### config.mk
export PLATFORM = sky130hd
export DESIGN_NAME = tpu_dac_lane_packer
export DESIGN_NICKNAME = d
export VERILOG_FILES = /design/src/rtl/tpu_dac_pkg.sv /design/src/rtl/tpu_dac_lane_resync.sv /design/src/rtl/tpu_dac_lane_packer.sv
export SDC_FILE = /design/constraint.sdc
export NUM_CORES = 1
export LEC_CHECK = 0
export CORE_AREA = 2 2 223 225
export DETAILED_ROUTE_END_ITERATION = 12
export DIE_AREA = 0 0 225 227
export SLEW_MARGIN = 0
export SYNTH_ARGS = -nofsm -noshare
export SYNTH_HDL_FRONTEND = slang
export SYNTH_HIERARCHICAL = 1
export SYNTH_SLANG_ARGS = --single-unit
### constraint.sdc
create_clock -name clk_250m -period 1.7 [get_ports clk_250m]
set_clock_uncertainty 0.05 [all_clocks]
set_input_delay 0.34 -clock clk_250m [delete_from_list [all_inputs] [get_ports clk_250m]]
set_output_delay 0.34 -clock clk_250m [all_outputs]
set_load 0.1 [all_outputs]
### src/rtl/tpu_dac_pkg.sv
// Shared types and constants for the DAC lane packer: lane geometry, FSM encoding and output word layout.
package tpu_dac_pkg;

    localparam int LANES = 8;
    localparam int SW    = 16;
    localparam int NLANE = 2 * LANES;

    typedef logic [SW-1:0] sample_t;

    localparam sample_t                IDLE_CODE = 16'h0000;
    localparam logic [LANES*SW-1:0]    IDLE_WORD = {LANES{IDLE_CODE}};

    typedef enum logic [2:0] {
        IDLE   = 3'd0,
        ARM    = 3'd1,
        RUN    = 3'd2,
        UNDER  = 3'd3,
        RESYNC = 3'd4
    } dac_state_e;

    typedef struct packed {
        logic                tvalid;
        logic                tlast;
        logic                tfill;
        logic [LANES*SW-1:0] tdataI;
        logic [LANES*SW-1:0] tdataQ;
    } dac_out_t;

endpackage

### src/rtl/tpu_dac_lane_resync.sv
// Per-lane frame drain: while resyncing, the lane pulls and drops samples until its own tlast goes by.
// Combinational ready (valid-independent); done flag registered, cleared while the FSM sits in ARM.
module tpu_dac_lane_resync (
    input  logic clk_250m,
    input  logic reset_n,
    input  logic i_resync,
    input  logic i_preset,
    input  logic i_clear,
    input  logic i_tvalid,
    input  logic i_tlast,
    output logic o_tready,
    output logic o_done
);

    logic r_done;
    logic w_last_seen;

    assign o_tready    = i_resync & ~r_done;
    assign w_last_seen = i_tvalid & o_tready & i_tlast;
    assign o_done      = r_done;

    // Preset covers lanes whose tlast was consumed by the misaligned word itself.
    always_ff @(posedge clk_250m or negedge reset_n) begin
        if (!reset_n) begin
            r_done <= 1'b0;
        end else if (i_clear) begin
            r_done <= 1'b0;
        end else if (i_preset || w_last_seen) begin
            r_done <= 1'b1;
        end
    end

endmodule

### src/rtl/tpu_dac_lane_packer.sv
// Joins 8 I + 8 Q sample lanes in lockstep into 128-bit I/Q DAC words; 1-cycle registered output.
// DAC side never stalls (filler on starvation); lanes see all-or-none ready. TPU_DAC_STATS_EN adds counters.
module tpu_dac_lane_packer
    import tpu_dac_pkg::*;
(
    input  logic                        clk_250m,
    input  logic                        reset_n,
    input  logic                        enable,
    input  logic [LANES-1:0]            s_axis_inI_tvalid,
    output logic [LANES-1:0]            s_axis_inI_tready,
    input  logic [LANES-1:0][SW-1:0]    s_axis_inI_tdata,
    input  logic [LANES-1:0]            s_axis_inI_tlast,
    input  logic [LANES-1:0]            s_axis_inQ_tvalid,
    output logic [LANES-1:0]            s_axis_inQ_tready,
    input  logic [LANES-1:0][SW-1:0]    s_axis_inQ_tdata,
    input  logic [LANES-1:0]            s_axis_inQ_tlast,
    output logic                        m_axis_dac_tvalid,
    output logic [LANES*SW-1:0]         m_axis_dac_tdataI,
    output logic [LANES*SW-1:0]         m_axis_dac_tdataQ,
    output logic                        m_axis_dac_tlast,
    output logic                        m_axis_dac_tfill,
    output logic [2:0]                  state_o,
`ifdef TPU_DAC_STATS_EN
    output logic [31:0]                 underrun_cnt,
    output logic [31:0]                 frame_cnt,
    output logic [15:0]                 resync_cnt,
`endif
    output logic                        align_err
);

    dac_state_e         r_state;
    dac_state_e         w_next;
    dac_out_t           r_out;
    dac_out_t           w_out;
    logic               r_mid_frame;
    logic               r_align_err;

    logic [NLANE-1:0]   w_vld;
    logic [NLANE-1:0]   w_last;
    logic [NLANE-1:0]   w_rdy;
    logic [NLANE-1:0]   w_rs_rdy;
    logic [NLANE-1:0]   w_done;
    logic               w_all_valid;
    logic               w_active;
    logic               w_xfer;
    logic               w_align_bad;
    logic               w_good;
    logic               w_rs_en;
    logic               w_rs_clear;

    // Lanes 0..LANES-1 are the I rail, LANES..2*LANES-1 the Q rail.
    assign w_vld       = {s_axis_inQ_tvalid, s_axis_inI_tvalid};
    assign w_last      = {s_axis_inQ_tlast,  s_axis_inI_tlast};
    assign w_all_valid = &w_vld;
    assign w_active    = enable && (r_state == RUN || r_state == UNDER);
    assign w_xfer      = w_active && w_all_valid;
    assign w_align_bad = w_xfer && (|w_last) && !(&w_last);
    assign w_good      = w_xfer && !w_align_bad;
    assign w_rs_en     = enable && (r_state == RESYNC);
    assign w_rs_clear  = (r_state == ARM);

    for (genvar k = 0; k < NLANE; k++) begin : g_lane
        tpu_dac_lane_resync u_resync (
            .clk_250m (clk_250m),
            .reset_n  (reset_n),
            .i_resync (w_rs_en),
            .i_preset (w_align_bad && w_last[k]),
            .i_clear  (w_rs_clear),
            .i_tvalid (w_vld[k]),
            .i_tlast  (w_last[k]),
            .o_tready (w_rs_rdy[k]),
            .o_done   (w_done[k])
        );
        assign w_rdy[k] = w_active ? w_all_valid : w_rs_rdy[k];
    end

    assign s_axis_inI_tready = w_rdy[LANES-1:0];
    assign s_axis_inQ_tready = w_rdy[NLANE-1:LANES];

    // Disable beats everything; a misaligned word beats a normal transfer.
    always_comb begin
        w_next = r_state;
        if (!enable) begin
            w_next = IDLE;
        end else begin
            case (r_state)
                IDLE:    w_next = r_mid_frame ? RESYNC : ARM;
                ARM:     if (w_all_valid) w_next = RUN;
                RUN:     if (w_align_bad) w_next = RESYNC;
                         else if (!w_all_valid) w_next = UNDER;
                UNDER:   if (w_align_bad) w_next = RESYNC;
                         else if (w_all_valid) w_next = RUN;
                RESYNC:  if (&w_done) w_next = ARM;
                default: w_next = IDLE;
            endcase
        end
    end

    always_comb begin
        w_out = '{tvalid: 1'b0, tlast: 1'b0, tfill: 1'b0, tdataI: IDLE_WORD, tdataQ: IDLE_WORD};
        if (enable && r_state != IDLE) begin
            w_out.tvalid = 1'b1;
            if (w_good) begin
                w_out.tdataI = s_axis_inI_tdata;
                w_out.tdataQ = s_axis_inQ_tdata;
                w_out.tlast  = s_axis_inI_tlast[0];
            end else begin
                w_out.tfill  = 1'b1;
            end
        end
    end

    always_ff @(posedge clk_250m or negedge reset_n) begin
        if (!reset_n) begin
            r_state     <= IDLE;
            r_out       <= '{tvalid: 1'b0, tlast: 1'b0, tfill: 1'b0, tdataI: IDLE_WORD, tdataQ: IDLE_WORD};
            r_mid_frame <= 1'b0;
            r_align_err <= 1'b0;
        end else begin
            r_state <= w_next;
            r_out   <= w_out;
            if (w_xfer) begin
                r_mid_frame <= ~s_axis_inI_tlast[0];
            end
            if (w_align_bad) begin
                r_align_err <= 1'b1;
            end
        end
    end

    assign m_axis_dac_tvalid = r_out.tvalid;
    assign m_axis_dac_tdataI = r_out.tdataI;
    assign m_axis_dac_tdataQ = r_out.tdataQ;
    assign m_axis_dac_tlast  = r_out.tlast;
    assign m_axis_dac_tfill  = r_out.tfill;
    assign state_o           = r_state;
    assign align_err         = r_align_err;

`ifdef TPU_DAC_STATS_EN
    logic [31:0] r_underrun_cnt;
    logic [31:0] r_frame_cnt;
    logic [15:0] r_resync_cnt;

    always_ff @(posedge clk_250m or negedge reset_n) begin
        if (!reset_n) begin
            r_underrun_cnt <= '0;
            r_frame_cnt    <= '0;
            r_resync_cnt   <= '0;
        end else begin
            if (r_state == RUN && w_next == UNDER && r_underrun_cnt != '1) begin
                r_underrun_cnt <= r_underrun_cnt + 32'd1;
            end
            if (w_xfer && s_axis_inI_tlast[0] && r_frame_cnt != '1) begin
                r_frame_cnt <= r_frame_cnt + 32'd1;
            end
            if (r_state != RESYNC && w_next == RESYNC && r_resync_cnt != '1) begin
                r_resync_cnt <= r_resync_cnt + 16'd1;
            end
        end
    end

    assign underrun_cnt = r_underrun_cnt;
    assign frame_cnt    = r_frame_cnt;
    assign resync_cnt   = r_resync_cnt;
`endif

endmodule

==> metrics.yaml, run 1 <==
yosys:
  ys_ff_latch: 280
  netlist_area_mm2: 0.00959
  syn_inst: 709
  syn_nets: 1000
  avgSynthCellArea_um2: 13.5
  synthDistinctLibCells: 27
  seq_area_frac_synth_pct: 73.1
  yosysWarnings: 6
critical_path:
  startpoint_type: "flip-flop"
  crit_path_end_kind: "output pin"
  critPathKind: "reg -> out"
  cp_max_fo: 9
  rrSetupSlack_ns: -0.37
  arrival_ns: 2.00
  worst_ep_required_time_ns: 1.31
timing:
  rsz0062_at_grt: "yes"
  hold_viol: 0
  fin_crit_ns: 2.39
  worstMarginPinSlew_ns: 0.371
  relSlewSlack_pct: 75.2
  hold_slack_ns: 0.165
  final.setup.tns_ns: -85.12
  setup_viol: 295
  period_share_pct: 141
  fin_ws_ns: -0.693
  drv_slew: 0
  fmax_mhz: 418
final_layout:
  diodes: 0
  layout-drive-gt1-share_pct: 34.9
  final_cell_area_mm2: 0.0216
  nNetsFinal: 1677
  area_growth_pct: 125
die:
  die_x_um: 225
  die_y_um: 227
  ios: 570
  std_cell_rows: 81
  initial_core_util_pct: 19.8
  dieArea_mm2: 0.0511
  coreArea_mm2: 0.0485
global_routing:
  grt_pass1_wl_mm: 56.4
  track_usage_pct: 15.0
  grt_overflow: 0
  grt_max_degree: 58
  grt_pass1_vias: 8598
  antenna_found_initial: 9
cts:
  clkSinkCount: 280
  clockBufferDepth: 3
  cts.root.buffer_cell: "clkbuf_16"
  clkLatencyLatePin_ns: 0.53
  htree_levels: 2
  cts_tree: "done"
  cts-buffers-inserted: 36
  clk_pin_slew_worst_paths_ns: 0.05
power:
  pwr-share-comb_pct: 6.5
  clockPowerShare_pct: 50.8
  cellPowerDensity_mw_per_mm2: 725
  vdd_drop_max_v: 0.000588
  net-switching-power_mw: 3.29
  pwr-share-seq_pct: 42.7
  leakagePower_nw: 9.84
  p_sw_share_pct: 21.0
  p_int_mw: 12.4
placed_design:
  dp_hpwl_mm: 29.5
  dpl_cell_area_mm2: 0.0197
  finalWeightedCongestion: 0.864
  io_buffers: 569
  preCtsSetupSlack_ns: -1.26
detailed_routing:
  ant_nets: 0
  drc: 0
  first_pass_iters: 4
  wl_met2_mm: 20.4
  met3_length_mm: 3.64
  wl_met1_mm: 14.1
  via_per_inst: 3.90
  routed.top_layer: "met5"
  vias: 7927
  drt-total-wl_mm: 39.2
  wl_per_cell_um: 19.3
  drtIter0Drc: 293
status:
  outcome: "finished with violations"
  violations: "negative setup slack"
job:
  maxCapViolations: 0
min_path:
  hp-class: "in -> reg"
## state kept, by name, summed over array words and instances, names as in the netlist
register / flops
g_lane.u_resync/o_done: 16
r_mid_frame: 1
align_err: 1
m_axis_dac_tvalid: 1
state_o: 3
m_axis_dac_tlast: 1
m_axis_dac_tdataQ: 128
m_axis_dac_tfill: 1
m_axis_dac_tdataI: 128
## synthesized netlist by cell type
master,instances,area (um^2)
dfrtp_1,280,7010
and2_1,273,1710
nand2_1,32,120
clkbuf_2,21,105
nor2b_1,19,119
nor2_1,17,63.8
a311oi_1,16,140
nand4_1,13,81.3
clkbuf_1,9,33.8
nor4_1,6,37.5
o21ai_0,3,15.0
buf_4,2,15.0
buf_6,2,22.5
nor3b_1,2,15.0
or4_1,2,15.0
a211oi_2,1,12.5
a311o_1,1,10.0
a31o_2,1,8.76
a31oi_1,1,6.26
and3_1,1,6.26
and4b_1,1,10.0
inv_1,1,3.75
nand2b_1,1,6.26
nand3b_1,1,7.51
nor3_1,1,5.00
o31a_1,1,8.76
or2_2,1,6.26
## critical path, stage by stage (launching register included)
cell and delay [ns]:
dfrtp_4 0.49, buf_6 0.12, nand3b_1 0.19, buf_4 0.23, nand2_1 0.15, nand2_8 0.11, buf_12 0.17
## cell usage in the layout, fill, tap and decap left out, types with 3 or more instances in the layout
master	n
nand4_1	13
buf_16	9
nand2_1	10
clkbuf_1	8
and2_1	271
nand2_4	5
buf_4	68
nand2_2	6
buf_12	295
dlymetal6s2s_1	3
o21ai_0	3
and3_4	3
bufbuf_16	3
dlygate4sd2_1	23
bufinv_16	5
dfrtp_1	277
dfrtp_4	3
a311oi_2	6
nor2b_1	14
clkbuf_8	6
nor4_4	3
nand2_8	11
a311oi_1	10
nor2_1	16
nor2b_2	5
clkdlybuf4s15_1	4
clkdlybuf4s50_1	257
clkbuf_16	40
## worst paths after layout
check,startpoint,to,cells past startpoint
max,state_o[1],s_axis_inI_tready[2],6
min,s_axis_inI_tlast[5],g_lane[5].u_resync/o_done,3
max reg2reg,state_o[2],m_axis_dac_tdataQ[109],8
min reg2reg,g_lane[12].u_resync/o_done,g_lane[12].u_resync/o_done,2
max in group asynchronous,reset_n,m_axis_dac_tdataI[19],3
min in group asynchronous,reset_n,m_axis_dac_tdataQ[108],2
## per-layer routing
metal  vias up  track usage [%]
met5         -                0
met3        66             6.17
met1      3882             16.3
li1       3610                -
met2       355             26.8
met4        14             4.44
## stage by stage
step	utilization (%)	total power, mW	std cells
floorplan	-	6.86	709
global placement	40.5	7.81	1938
detailed placement	40.5	7.83	1938
CTS	44.1	16.0	2025
global route	44.5	16.3	2033
finish	44.5	15.6	2033
## cell type report
class / instances / area, um^2
Clock buffer: 51 / 1040
Timing Repair Buffer: 671 / 9750
Multi-Input combinational cell: 396 / 2810
Tap cell: 622 / 778
Fill cell: 4296 / 26900
Inverter: 1 / 3.75
Sequential cell: 280 / 7020
Clock inverter: 12 / 201
## power by group through the flow
stage                     logic, mW  registers [mW]  clock network, mW
final                          1.01            6.68               7.96
after global routing           1.10            6.67               8.53
after CTS                      1.03            6.68               8.26
after detailed placement       1.03            6.80                  0
after global placement         1.02            6.80                  0
after floorplan              0.0252            6.83                  0
## timing repair
item	CTS	global route
setup buffers	14	6
endpoints found under the hold margin	194	0
pin swaps	15	6
gates resized for setup	66	27
cloned	10	3
endpoints found under the setup margin	296	296
hold buffers	1	0
## logic make-up (layout without fill, tap and decap cells)
| family | count (synthesis) | count (layout) | synth area share, % |
|---|---|---|---|
| and+or+nand+nor | 370 | 372 | 23.0 |
| DFF | 280 | 280 | 73.1 |
| buffers and inverters | 35 | 735 | 1.88 |
| AOI/OAI and AO/OA | 24 | 24 | 2.10 |
No activity file was read; power rests on OpenSTA's default activity.
==> run 2, diff against run 1 <==
--- a/config.mk
+++ b/config.mk
@@ -5,9 +5,9 @@
 export SDC_FILE = /design/constraint.sdc
 export NUM_CORES = 1
 export LEC_CHECK = 0
-export CORE_AREA = 2 2 223 225
+export CORE_AREA = 4 4 218 220
 export DETAILED_ROUTE_END_ITERATION = 12
-export DIE_AREA = 0 0 225 227
+export DIE_AREA = 0 0 222 224
 export SLEW_MARGIN = 0
 export SYNTH_ARGS = -nofsm -noshare
 export SYNTH_HDL_FRONTEND = slang
==> run 2 against run 1 <==
  * The flow still finishes with violations (negative setup slack)
  * Setup slack got worse by 0.028 ns
  * Highest routed layer unchanged
  * Count of clock-buffer cells in the layout shrank 1
  * Via count up 5.0%
  * Power is 4.7% lower
  * Critical path type is now in -> out
  * Wire length up 11%
  * Critical path depth up 3
  * Critical endpoint is now s_axis_inI_tready[5]
  * Cell count is 0.79% higher
==> metrics.yaml, run 2 (same netlist as run 1, synthesis figures left out) <==
timing:
  rsz0062_at_grt: "yes"
  final.setup.tns_ns: -127.55  # -42.43 ns
  worstMarginPinSlew_ns: 0.560  # +0.189 ns
  setup_viol: 296  # +0.34%
  hold_slack_ns: 0.197  # +0.0325 ns
  fin_ws_ns: -0.720  # -0.0277 ns
  fmax_mhz: 413  # -1.1%
  hold_viol: 0  # unchanged
  period_share_pct: 142  # +1.6 points
  relSlewSlack_pct: 62.7  # -13 points
  fin_crit_ns: 2.42  # +0.0277 ns
  drv_slew: 0  # unchanged
final_layout:
  fillers: 3797  # -12%
  nNetsFinal: 1714  # +2.2%
  area_growth_pct: 136
  final_common_cell: "buf_12"
  layoutNonFillerInstCount: 2049  # +0.79%
  layout-drive-gt1-share_pct: 49.6  # +15 points
  final_cell_area_mm2: 0.0227  # +5.0%
  mostFrequentLayoutCells: "buf_12 (301), dfrtp_1 (277), clkdlybuf4s50_1 (257)"
status:
  violations: "negative setup slack"
  outcome: "finished with violations"
critical_path:
  crit_path_end_kind: "output pin"
  cp_max_fo: 5  # -4
  worst_ep_required_time_ns: 1.31  # about the same
  startpoint_type: "input port"
  critPathKind: "in -> out"
  arrival_ns: 2.03  # +0.03 ns
global_routing:
  grt_max_degree: 55  # -5.2%
  track_usage_pct: 16.3  # +1.3 points
  grt_overflow: 0  # unchanged
  antenna_found_initial: 5  # -4
  grt_pass1_vias: 8915  # +3.7%
  grt_pass1_wl_mm: 60.8  # +7.8%
placed_design:
  place_inst: 1916  # -1.1%
  dpl_cell_area_mm2: 0.0196  # -0.17%
  io_buffers: 569  # unchanged
  finalWeightedCongestion: 0.791  # -8.4%
  dp_hpwl_mm: 30.6  # +3.9%
cts:
  htree_levels: 2  # unchanged
  clkLatencyLatePin_ns: 0.52  # about the same
  clkSinkCount: 280  # unchanged
  clockBufferDepth: 3  # unchanged
  cts-buffers-inserted: 35  # -2.8%
  clk_pin_slew_worst_paths_ns: 0.06  # about the same
  cts_tree: "done"
  cts.root.buffer_cell: "clkbuf_16"
job:
  maxCapViolations: 0  # unchanged
die:
  coreArea_mm2: 0.0453  # -6.7%
  die_x_um: 222  # -1.3%
  ios: 570  # unchanged
  std_cell_rows: 78  # -3.7%
  initial_core_util_pct: 21.2  # +1.4 points
  dieArea_mm2: 0.0497  # -2.6%
  die_y_um: 224  # -1.3%
detailed_routing:
  wl_per_cell_um: 21.3  # +11%
  drc: 0  # unchanged
  vias: 8323  # +5.0%
  ant_nets: 0  # unchanged
  drtIter0Drc: 394  # +34%
  via_per_inst: 4.06  # +4.2%
  first_pass_iters: 5  # +1
  drt-total-wl_mm: 43.7  # +11%
power:
  vdd_drop_max_v: 0.000563  # -4.2%
  leakagePower_nw: 10.3  # +5.0%
  cellPowerDensity_mw_per_mm2: 658  # -9.2%
  p_total_mw: 14.9  # -4.7%
min_path:
  hp-class: "in -> reg"
run 2: changes by cell type in the layout (fill, tap and decap cells not counted), sizes merged, moves of 2 or more:
cell           previous run  this run
dlymetal6s2s              3         0
clkbuf                   56        63
clkdlybuf4s15             4         0
clkinvlp                  2         0
dlygate4sd2              23        32
bufinv                    5         1
and4b                     1         4
diode                     0         5
buf                     375       403
bufbuf                    3         0
run 2: cell type report:
class | instances | area, um^2 | share of cell area, %
Antenna cell | 5 | 12.5 | 0.0552
Clock buffer | 50 | 1020 | 4.51
Clock inverter | 8 | 91.3 | 0.403
Inverter | 1 | 3.75 | 0.0166
Multi-Input combinational cell | 399 | 3350 | 14.8
Sequential cell | 280 | 7020 | 31.0
Tap cell | 600 | 751 | 3.31
Timing Repair Buffer | 706 | 10400 | 46.0
run 2: path summary, 6_finish.rpt:
| check | to | start | slack, ns | cells past startpoint |
|---|---|---|---|---|
| max in group asynchronous | m_axis_dac_tdataI[29] | reset_n | 0.67 | 3 |
| hold reg to reg | align_err | align_err | 0.51 | 1 |
| setup / recovery | s_axis_inI_tready[5] | s_axis_inQ_tvalid[5] | -0.72 | 9 |
| hold / removal | g_lane[0].u_resync/o_done | s_axis_inI_tvalid[0] | 0.20 | 3 |
| setup reg to reg | m_axis_dac_tdataQ[99] | state_o[2] | -0.52 | 10 |
| min in group asynchronous | m_axis_dac_tdataI[75] | reset_n | 0.33 | 2 |
run 2: worst max-delay path: stages:
cell and delay, ns:
dlygate4sd2_1 0.27, nand4_1 0.21, buf_4 0.21, nor4_4 0.30
buf_4 0.18, nand2b_4 0.10, buf_16 0.18, nand2_8 0.07
buf_12 0.16
run 2: metal layers:
| layer | vias to the layer above | track usage [%] | routed length (um) |
|---|---|---|---|
| met1 | 4107 | 18.2 | 16100 |
| met5 | - | 0 | 20 |
| met3 | 80 | 5.84 | 3470 |
| met2 | 422 | 29.3 | 22900 |
| li1 | 3712 | - | - |
| met4 | 2 | 4.92 | 1210 |
run 2: stage by stage:
step	util (%)	setup WS [ns]
3_3_place_gp	43.3	-0.994
6_report	50.1	-0.720
2_1_floorplan	-	-0.495
4_1_cts	48.0	-0.682
5_1_grt	50.1	-0.778
3_5_place_dp	43.3	-1.04
run 2: report_power, final:
part / leakage (nW) / internal [mW] / switching, mW
Combinational: 5.88 / 0.671 / 0.368
Clock: 0.549 / 4.35 / 2.85
Sequential: 3.91 / 6.67 / 0.00493
Total: 10.3 / 11.7 / 3.23
run 2: what timing repair did:
action | 4_1_cts | 5_1_grt
hold endpoints to repair | 32 | 0
hold buffers | 1 | 0
gates resized for setup | 111 | 234
pin swaps | 28 | 185
setup buffers | 27 | 14
gates cloned | 21 | 18
setup endpoints to repair | 295 | 296
==> run 3, diff against run 2 <==
--- a/config.mk
+++ b/config.mk
@@ -5,9 +5,12 @@
 export SDC_FILE = /design/constraint.sdc
 export NUM_CORES = 1
 export LEC_CHECK = 0
-export CORE_AREA = 4 4 218 220
+export CELL_PAD_IN_SITES_DETAIL_PLACEMENT = 1
+export CELL_PAD_IN_SITES_GLOBAL_PLACEMENT = 1
+export CORE_AREA = 4 4 220 222
 export DETAILED_ROUTE_END_ITERATION = 12
-export DIE_AREA = 0 0 222 224
+export DIE_AREA = 0 0 224 226
+export PLACE_DENSITY_LB_ADDON = 0.1
 export SLEW_MARGIN = 0
 export SYNTH_ARGS = -nofsm -noshare
 export SYNTH_HDL_FRONTEND = slang
==> run 3 against run 2 <==
  * The run still ends with negative setup slack left
  * Design area increased by 0.68%
  * Global-route usage is 2.3 points higher
  * Sequential power hardly changed
  * Sequential share of layout area shrank 0.21 points
  * Combinational power barely moved
  * Setup slack better by 0.057 ns
  * Maximum frequency grew 2.4%
  * Clock power up 5.1%
  * Worst hold slack got worse by 0.14 ns
  * Critical path depth down 2
  * Cell count grew 1.7%
  * Sequential cell count stayed put
  * Critical path type is now reg -> out
==> metrics.yaml, run 3 (same netlist as run 1, synthesis figures left out) <==
status:
  outcome: "finished with violations"
  violations: "negative setup slack"
critical_path:
  worst-path-stages: 7  # -2
  crit_slowest_cell: "dfrtp_4"
  slowest_delay_ns: 0.49  # +0.19 ns
  arrival_ns: 1.97  # -0.06 ns
  cp_top_family: "buffers and inverters"
  cp_max_fo: 8  # +3
  worst_r2r_path_depth: 11  # +1
  startpoint: "state_o[1]"
  cp_cell_sequence: "buf_6 -> nand3b_1 -> buf_6 -> nand2b_4 -> buf_12 -> nand2_8 -> buf_12"
  cp-endpoint: "s_axis_inI_tready[1]"
  startpoint_type: "flip-flop"
  crit_path_end_kind: "output pin"
  critPathBufInv: 4  # -1
  worst_ep_required_time_ns: 1.31  # about the same
  r2r-end: "m_axis_dac_tdataI[98]"
  rrSetupSlack_ns: -0.43  # +0.09 ns
  critPathKind: "reg -> out"
  r2r-start: "state_o[2]"
final_layout:
  final_common_cell: "buf_12"
  post-route-util_pct: 49.2  # -0.83 points
  fillers: 4551  # +20%
  layoutNonFillerInstCount: 2083  # +1.7%
  mostFrequentLayoutCells: "buf_12 (312), dfrtp_1 (277), clkdlybuf4s50_1 (257)"
  area_growth_pct: 138
  final_cell_area_mm2: 0.0228  # +0.68%
  layout-drive-gt1-share_pct: 44.7  # -4.9 points
  nNetsFinal: 1734  # +1.2%
global_routing:
  grt_pass1_wl_mm: 68.1  # +12%
  grt_pass1_vias: 9420  # +5.7%
  antenna_found_initial: 16  # +11
  grt_overflow: 0  # unchanged
  track_usage_pct: 18.6  # +2.3 points
  grt_max_degree: 51  # -7.3%
cts:
  clkSinkCount: 280  # unchanged
  clkLatencyLatePin_ns: 0.52  # about the same
  cts-buffers-inserted: 36  # +2.9%
  clockBufferDepth: 3  # unchanged
  htree_levels: 2  # unchanged
  cts.root.buffer_cell: "clkbuf_16"
  clk_pin_slew_worst_paths_ns: 0.06  # about the same
  cts_tree: "done"
die:
  coreArea_mm2: 0.0464  # +2.4%
  die_x_um: 224  # +0.90%
  dieArea_mm2: 0.0506  # +1.8%
  die_y_um: 226  # +0.89%
  ios: 570  # unchanged
  std_cell_rows: 79  # +1.3%
  initial_core_util_pct: 20.7  # -0.49 points
power:
  net-switching-power_mw: 3.31  # +2.8%
  pwr-share-comb_pct: 6.7  # -0.3 points
  pwr-share-seq_pct: 43.7  # -1.1 points
  p_sw_share_pct: 21.7  # +0.079 points
  clockPowerShare_pct: 49.6  # +1.3 points
  vdd_drop_max_v: 0.000593  # +5.2%
  p_int_mw: 12.0  # +2.3%
  leakagePower_nw: 10.4  # +0.51%
  cellPowerDensity_mw_per_mm2: 669  # +1.7%
min_path:
  hp-class: "in -> reg"
placed_design:
  io_buffers: 569  # unchanged
  finalWeightedCongestion: 0.792  # about the same
  preCtsSetupSlack_ns: -1.04  # -0.00384 ns
  dp_hpwl_mm: 34.9  # +14%
  place_inst: 1923  # +0.37%
  dpl_cell_area_mm2: 0.0196  # about the same
timing:
  period_share_pct: 139  # -3.3 points
  drv_slew: 0  # unchanged
  setup_viol: 295  # -0.34%
  final.setup.tns_ns: -95.53  # +32.02 ns
  rsz0062_at_grt: "yes"
  fin_crit_ns: 2.36  # -0.0565 ns
  fin_ws_ns: -0.664  # +0.0565 ns
  relSlewSlack_pct: 77.5  # +15 points
  worstMarginPinSlew_ns: 0.335  # -0.225 ns
  fmax_mhz: 423  # +2.4%
  hold_viol: 0  # unchanged
detailed_routing:
  ant_nets: 0  # unchanged
  via_per_inst: 3.99  # -1.8%
  first_pass_iters: 4  # -1
  drtIter0Drc: 338  # -14%
  vias: 8305  # -0.22%
  drc: 0  # unchanged
  drt-total-wl_mm: 48.2  # +10%
  wl_per_cell_um: 23.1  # +8.6%
job:
  maxCapViolations: 0  # unchanged
-- run 3: area by class of cell --
| cell class | count | area [um^2] | area share [%] |
|---|---|---|---|
| well taps | 607 | 759 | 3.33 |
| flip-flops and latches | 280 | 7020 | 30.7 |
| clock buffers | 55 | 1060 | 4.66 |
| clock inverters | 7 | 96.3 | 0.422 |
| inverters | 1 | 3.75 | 0.0164 |
| repair buffers | 728 | 10800 | 47.4 |
| diodes | 9 | 22.5 | 0.0987 |
| multi-input cells | 396 | 3040 | 13.3 |
-- run 3: repair_timing --
action	in CTS	in global routing
pin swaps	67	10
gates resized for setup	248	50
endpoints found under the hold margin	133	0
hold buffers	1	0
setup endpoints to repair	295	295
setup buffers	53	11
cloned	37	0
-- run 3: per-layer routing --
metal  global-route usage (%)  up-vias  routed length [um]
li1                         -     3746                   -
met1                     18.6     4158               15900
met2                     35.0      318               26600
met3                     8.36       67                4630
met4                     5.19       16                1030
met5                        0        -                  99
-- run 3: worst min-delay path by stage --
stage	startpoint	to	slack [ns]	cells after the start
after global placement	reset_n	m_axis_dac_tdataQ[49]	0.20	1
after floorplan	reset_n	align_err	-0.006	0
after CTS	s_axis_inQ_tvalid[5]	g_lane[13].u_resync/o_done	0.02	3
after detailed placement	reset_n	m_axis_dac_tdataQ[49]	0.20	1
final	s_axis_inQ_tvalid[5]	g_lane[13].u_resync/o_done	0.06	3
after global routing	s_axis_inQ_tvalid[5]	g_lane[13].u_resync/o_done	0.06	3
-- run 3: worst reg2reg max path, cell delays in order, from the launching register on --
cell      delay (ns)
dfrtp_4         0.47
nand3b_1        0.19
buf_6           0.16
buf_4           0.14
a211oi_4        0.19
buf_12          0.16
buf_16          0.12
buf_12          0.13
buf_12          0.13
buf_12          0.11
buf_16          0.11
and2_4          0.13
-- run 3: stage by stage --
step | hold slack (ns) | power, mW
2_1_floorplan | -0.00559 | 6.86
3_3_place_gp | 0.202 | 7.81
3_5_place_dp | 0.197 | 7.82
4_1_cts | 0.0222 | 15.5
5_1_grt | 0.0624 | 15.9
6_report | 0.0599 | 15.3
-- run 3: power by group through the flow --
stage	combinational [mW]	clock [mW]	sequential [mW]
2_1_floorplan	0.0252	0	6.83
3_3_place_gp	1.02	0	6.80
3_5_place_dp	1.03	0	6.80
4_1_cts	1.04	7.81	6.68
5_1_grt	1.11	8.12	6.67
6_report	1.03	7.57	6.68
